==> src/rtl/vend_pkg.sv <==
// Shared definitions for the vending controller: coin codes, coin values in
// 5-Rs units, and the controller state encoding.
package vend_pkg;

  localparam logic [1:0] COIN_NONE = 2'b00;
  localparam logic [1:0] COIN_5    = 2'b01;
  localparam logic [1:0] COIN_10   = 2'b10;
  localparam logic [1:0] COIN_BAD  = 2'b11;

  localparam int UNITS_5  = 1;
  localparam int UNITS_10 = 2;

  typedef enum logic [2:0] {
    ST_IDLE,
    ST_COLLECT,
    ST_VEND,
    ST_CHANGE,
    ST_SOLDOUT
  } state_e;

endpackage

==> src/rtl/vend_change_payout.sv <==
// Greedy change serializer: for the credit presented while pay_i is high it
// registers one change10 (credit >= 2) or change5 (credit == 1) pulse and
// reports the credit left after that pulse.
module vend_change_payout
  import vend_pkg::*;
#(
  parameter int CREDIT_W = 5
) (
  input  logic                clk,
  input  logic                rst,
  input  logic                pay_i,
  input  logic [CREDIT_W-1:0] credit_i,
  output logic [CREDIT_W-1:0] credit_nxt_o,
  output logic                change5_o,
  output logic                change10_o,
  output logic                done_o
);

  logic give10, give5;
  logic change5_q, change10_q;

  always_comb begin
    give10       = (credit_i >= CREDIT_W'(UNITS_10));
    give5        = (credit_i == CREDIT_W'(UNITS_5));
    credit_nxt_o = credit_i;
    if (give10)
      credit_nxt_o = credit_i - CREDIT_W'(UNITS_10);
    else if (give5)
      credit_nxt_o = credit_i - CREDIT_W'(UNITS_5);
    done_o = (credit_i == '0);
  end

  always_ff @(posedge clk) begin
    if (rst) begin
      change5_q  <= 1'b0;
      change10_q <= 1'b0;
    end else begin
      change5_q  <= pay_i & give5;
      change10_q <= pay_i & give10;
    end
  end

  assign change5_o  = change5_q;
  assign change10_o = change10_q;

endmodule

==> src/rtl/vend_ctrl_param.sv <==
// Parameterised vending controller: collects 5/10-Rs coins, dispenses at
// PRICE_UNITS, pays change greedily, tracks stock and supports refill/cancel.
module vend_ctrl_param
  import vend_pkg::*;
#(
  parameter int PRICE_UNITS = 3,
  parameter int CREDIT_W    = 5,
  parameter int STOCK_W     = 4,
  parameter int STOCK_INIT  = 10
) (
  input  logic                clk,
  input  logic                rst,
  input  logic [1:0]          in,
  input  logic                cancel,
  input  logic                refill,
  output logic                out,
  output logic                change5,
  output logic                change10,
  output logic                coin_rej,
  output logic [CREDIT_W-1:0] credit,
  output logic                sold_out,
  output logic                busy
);

  localparam logic [CREDIT_W-1:0] PRICE_C = CREDIT_W'(PRICE_UNITS);
  localparam logic [STOCK_W-1:0]  STOCK_C = STOCK_W'(STOCK_INIT);

  state_e               state_q, state_d;
  logic [CREDIT_W-1:0]  credit_q, credit_d, coin_units, sum, credit_nxt;
  logic [STOCK_W-1:0]   stock_q, stock_d;
  logic                 out_q, out_d, rej_q, rej_d, busy_q, sold_q;
  logic                 coin_ok, pay, pay_done;

  vend_change_payout #(.CREDIT_W(CREDIT_W)) u_payout (
    .clk          (clk),
    .rst          (rst),
    .pay_i        (pay),
    .credit_i     (credit_q),
    .credit_nxt_o (credit_nxt),
    .change5_o    (change5),
    .change10_o   (change10),
    .done_o       (pay_done)
  );

  always_comb begin
    state_d    = state_q;
    credit_d   = credit_q;
    stock_d    = stock_q;
    out_d      = 1'b0;
    rej_d      = 1'b0;
    pay        = 1'b0;
    coin_ok    = (in == COIN_5) || (in == COIN_10);
    coin_units = '0;
    if (in == COIN_5)
      coin_units = CREDIT_W'(UNITS_5);
    else if (in == COIN_10)
      coin_units = CREDIT_W'(UNITS_10);
    sum = credit_q + coin_units;

    unique case (state_q)
      ST_IDLE, ST_COLLECT: begin
        // Cancel beats a coin arriving in the same cycle; that coin bounces.
        if (state_q == ST_COLLECT && cancel) begin
          pay      = 1'b1;
          credit_d = credit_nxt;
          state_d  = ST_CHANGE;
          rej_d    = (in != COIN_NONE);
        end else if (coin_ok) begin
          if (sum >= PRICE_C) begin
            state_d  = ST_VEND;
            credit_d = sum - PRICE_C;
            stock_d  = stock_q - STOCK_W'(1);
            out_d    = 1'b1;
          end else begin
            state_d  = ST_COLLECT;
            credit_d = sum;
          end
        end else begin
          rej_d = (in == COIN_BAD);
          if (state_q == ST_IDLE && refill)
            stock_d = STOCK_C;
        end
      end
      ST_VEND, ST_CHANGE: begin
        rej_d = (in != COIN_NONE);
        if (!pay_done) begin
          pay      = 1'b1;
          credit_d = credit_nxt;
          state_d  = ST_CHANGE;
        end else begin
          state_d = (stock_q == '0) ? ST_SOLDOUT : ST_IDLE;
        end
      end
      ST_SOLDOUT: begin
        rej_d = (in != COIN_NONE);
        if (refill) begin
          stock_d = STOCK_C;
          state_d = ST_IDLE;
        end
      end
      default: state_d = ST_IDLE;
    endcase
  end

  always_ff @(posedge clk) begin
    if (rst) begin
      state_q  <= ST_IDLE;
      credit_q <= '0;
      stock_q  <= STOCK_C;
      out_q    <= 1'b0;
      rej_q    <= 1'b0;
      busy_q   <= 1'b0;
      sold_q   <= 1'b0;
    end else begin
      state_q  <= state_d;
      credit_q <= credit_d;
      stock_q  <= stock_d;
      out_q    <= out_d;
      rej_q    <= rej_d;
      busy_q   <= (state_d == ST_VEND) || (state_d == ST_CHANGE);
      sold_q   <= (stock_d == '0);
    end
  end

  assign out      = out_q;
  assign coin_rej = rej_q;
  assign credit   = credit_q;
  assign sold_out = sold_q;
  assign busy     = busy_q;

endmodule
==> config.mk <==
export PLATFORM = sky130hd
export DESIGN_NAME = vend_ctrl_param
export DESIGN_NICKNAME = d
export VERILOG_FILES = /design/src/rtl/vend_pkg.sv /design/src/rtl/vend_change_payout.sv /design/src/rtl/vend_ctrl_param.sv
export SDC_FILE = /design/constraint.sdc
export NUM_CORES = 1
export LEC_CHECK = 0
export BUFFER_PORTS_ARGS = -buffer_cell sky130_fd_sc_hd__buf_2
export CORE_MARGIN = 5
export CORE_UTILIZATION = 52
export CTS_BUF_LIST = sky130_fd_sc_hd__clkbuf_16
export CTS_CLUSTER_SIZE = 10
export DETAILED_ROUTE_END_ITERATION = 6
export GPL_TIMING_DRIVEN = 0
export PLACE_DENSITY = 0.84
export SLEW_MARGIN = 40
export SYNTH_ARGS = -nofsm -noshare
export SYNTH_HDL_FRONTEND = slang
export SYNTH_HIERARCHICAL = 1
export SYNTH_SLANG_ARGS = --single-unit
==> constraint.sdc <==
create_clock -name clk -period 2.55 [get_ports clk]
set_input_delay 0.1275 -clock clk [delete_from_list [all_inputs] [get_ports clk]]
set_output_delay 0.1275 -clock clk [all_outputs]
set_load 0.01 [all_outputs]
==> out/results.md <==
| Group | Result | Value |
| --- | --- | --- |
| run status | Status | completed |
| synth | Post-Synthesis Net Count | 200 |
| sta | RSZ-0062 raised after global routing | true |
| critical path | Required time at the endpoint of the critical path | 2.74 ns |
| pwr | Static leakage power | 0.000796 µW |
| critical path | Worst setup endpoint | stock_q[0] |
| floorplanning | Area of the die | 0.00413 mm² |
| route | DR iter-0 viols | 135 |
| sta | Final setup viols | 0 |
| final layout | Commonest non-fill, non-tap cell in the layout | nand2_1 |
| placement | IO buf count | 16 |
| floorplanning | I/O pin count | 17 |
| synth | Distinct cells, synth | 64 |
| route | Met3 wirelength from detailed routing | 289 µm |
| placement | GPL Wtd Cong | 0.887 |
| sta | Hold violation count in the final report | 0 |
| critical path | Length in cells of the worst reg-to-reg path | 8 |
| sta | Slew Viols, Final | 0 |
| final layout | Proportion of layout cells with a drive suffix above 1 | 0.286 |
| route | Via total after detailed routing | 1511 |
| floorplanning | Num rows | 19 |
| route | Sum of routed wire segments on met1 | 1620 µm |
| route | DR DRC count | 0 |
| critical path | CP startpoint | credit[0] |
| global route | Wire length of the first global-routing pass | 6330 µm |
| route | Post-detailed-route count of antenna-violating nets | 0 |
| sta | F_max | 400 MHz |
| critical path | WP data arrival | 2.69 ns |
| sta | Min Tclk post-route | 2.50 ns |
| critical path | Flop2flop setup slack | 0.05 ns |
| synth | Number of flops mapped to enable cells by yosys | 0 |
| clock tree | Number of H-tree branching levels | 1 |
| synth | Cell area after synthesis | 0.00153 mm² |
| synth | Number of warnings issued by yosys | 6 |
| critical path | Max Fanout on Critical Path | 6 |
| global route | Vias in the first global route | 1344 |
| final layout | Final instance area | 0.00189 mm² |
| route | Topmost layer with routed signal wires | met4 |
| synth | Sequential-to-total area share from yosys stat | 0.235 |
| clock tree | Latest clock arrival within the worst-skew pair | 0.25 ns |
| pwr | Power density relative to cell area | 1310 mW/mm² |
| route | Final wirelength | 3900 µm |
| synth | FF+latch count, synth | 18 |
| clock tree | Root buffer cell | clkbuf_16 |
| sta | Slew of the pin with the lowest slew margin | 0.604 ns |
| sta | Slew HR | 0.597 |
| clock tree | CTS max path bufs | 2 |
| final layout | Fill count | 215 |
| clock tree | Clock tree from TritonCTS | done |
| critical path | Kind of end point of the critical path | flip-flop |
| synth | Syn Area/Cell | 8.60 µm² |
| route | Routed wire length on met2 | 1900 µm |
| global route | Pin count of the biggest net entering global routing | 14 |
| clock tree | Clock sinks | 18 |
| global route | Total track usage | 0.189 |
| critical path | Crit start category | flip-flop |
| floorplanning | Die X | 64.2 µm |
| floorplanning | Core ar. | 0.00278 mm² |
| hold path | Worst hold path type | primary input to flip-flop |
| critical path | R2R Path Start | credit[0] |
| clock tree | Clock slew at the register clock pins of the worst setup and hold paths | 0.05 ns |
| sta | Worst clock skew | 0.000609 ns |
| global route | Number of antenna violations at the first check in global routing | 0 |
| final layout | Area growth from synthesis to layout | 23.3% |
| clock tree | Number of clock buffers inserted by TritonCTS | 3 |
| placement | Total placed instance area | 0.00165 mm² |
| sta | Final total negative setup slack | 0 ns |
| route | Vias per Instance | 6.38 |
| synth | Top flip-flop cell by instance count after synthesis | dfxtp_1 |
| critical path | Crit Path Category | flip-flop to flip-flop |
| critical path | RR Endpoint | stock_q[0] |
| global route | Leftover overflow at the end of global routing | 0 |
| final layout | Antenna diode instance count | 0 |
| floorplanning | Starting utilization of the core area | 0.550 |
| pwr | Worst IR drop on VDD | 833 µV |
| final layout | Post-layout net count | 230 |
| flow run | Max capacitance violation total | 0 |
| placement | Detailed placer's ending HPWL | 2500 µm |
| final layout | Commonest cells after routing, fill and taps aside | nand2_1 (18), buf_2 (17), dfxtp_1 (16) |
| synth | Synthesized instance count | 178 |
| synth | Post-synth ARST share | 0 |
| route | Number of iterations in the first detailed-routing pass | 5 |
| route | Average wire per standard cell | 16.4 µm |
| floorplanning | Die Y-Extent | 64.2 µm |
| sta | Share of the clock period used by the worst path | 0.980 |
-- synthesized netlist by cell type (2+ instances only) --
cell | n | area (µm²)
xnor2_1 | 5 | 43.8
nor4_1 | 3 | 18.8
a21oi_1 | 9 | 45.0
o21ai_1 | 2 | 10.0
nor2_1 | 13 | 48.8
o31ai_1 | 2 | 15.0
inv_1 | 10 | 37.5
buf_4 | 2 | 15.0
nand2_1 | 18 | 67.6
xor2_1 | 2 | 17.5
a21o_1 | 2 | 15.0
nor4b_1 | 2 | 17.5
ha_1 | 15 | 188
o22ai_1 | 2 | 12.5
a2111oi_0 | 3 | 26.3
o21ai_0 | 9 | 45.0
a31oi_1 | 2 | 12.5
dfxtp_1 | 18 | 360
nor3_1 | 4 | 20.0
and2_1 | 2 | 12.5
nand3_1 | 5 | 25.0
nor2b_1 | 2 | 12.5
nand2b_1 | 2 | 12.5
mux2i_1 | 3 | 30.0
o311ai_1 | 2 | 17.5
-- report_power, final --
group / total [µW] / internal (µW) / switching [µW] / leakage, µW
Sequential: 519 / 379 / 140 / 0.000149
Clock: 316 / 207 / 109 / 0.0000370
Combinational: 1640 / 757 / 879 / 0.000610
-- sequential cells by signal (all words and copies together) (netlist names) --
register,count
credit,5
stock_q,4
out,1
u_payout/change5_o,1
busy,1
sold_out,1
u_payout/change10_o,1
state_q,3
coin_rej,1
-- metal layers --
| layer | up-vias | global-route usage |
|---|---|---|
| met5 | - | 0 |
| met4 | 0 | 0.0687 |
| met3 | 13 | 0.0263 |
| met2 | 70 | 0.312 |
| met1 | 705 | 0.248 |
| li1 | 723 | - |
-- per-stage QoR --
step                      hold WS, ns   util  setup slack, ns  std cells  power [µW]
after floorplan                 0.204      -           0.0209        178        1570
after global placement          0.321  0.594           -0.194        225        1840
after detailed placement        0.325  0.594           -0.260        225        1860
after CTS                      0.0660  0.650          -0.0102        232        2300
after global routing           0.0725  0.678          -0.0485        237        2660
final                          0.0618  0.678           0.0499        237        2470
-- worst max-delay path, stage by stage, from the launching register on --
cell and delay (ns):
dfxtp_4 0.35, ha_4 0.16, fa_2 0.47, a2111oi_4 0.38
a41oi_4 0.10, o31ai_4 0.39, o311ai_2 0.20, o311ai_1 0.18
and2_1 0.21
-- layout make-up --
class                   instances  area [µm²]  share of cell area
multi-input cells             146        1190               0.629
flip-flops and latches         18         365               0.194
repair buffers                 25         151              0.0802
clock buffers                   3        75.1              0.0398
well taps                      31        38.8              0.0206
inverters                      10        37.5              0.0199
plain buffers                   4        31.3              0.0166
-- repair_timing --
action / in CTS / in global routing
resized for setup: 8 / 9
hold buffers: 0 / 0
endpoints found under the setup margin: 8 / 10
pin swaps: 7 / 7
buffers inserted: 4 / 5
-- how the worst min path moves through the flow --
stage	start	end	slack, ns	cells after the start
finish	rst	u_payout/change10_o	0.06	2
global route	rst	u_payout/change10_o	0.07	2
CTS	rst	u_payout/change10_o	0.07	2
detailed placement	rst	u_payout/change10_o	0.33	2
global placement	rst	u_payout/change10_o	0.32	2
floorplan	rst	u_payout/change10_o	0.20	1
-- cells by family (layout without fill, tap and decap cells) --
logic type | count (synthesis) | after routing | synth area share
and+or+nand+nor | 68 | 68 | 0.257
AOI/OAI and AO/OA | 50 | 50 | 0.250
DFF | 18 | 18 | 0.235
adders and majority gates | 16 | 16 | 0.136
buffers and inverters | 14 | 42 | 0.0450
xor gates and xnor gates | 7 | 7 | 0.0401
muxes | 5 | 5 | 0.0368
(Power assumes the default switching activity.)
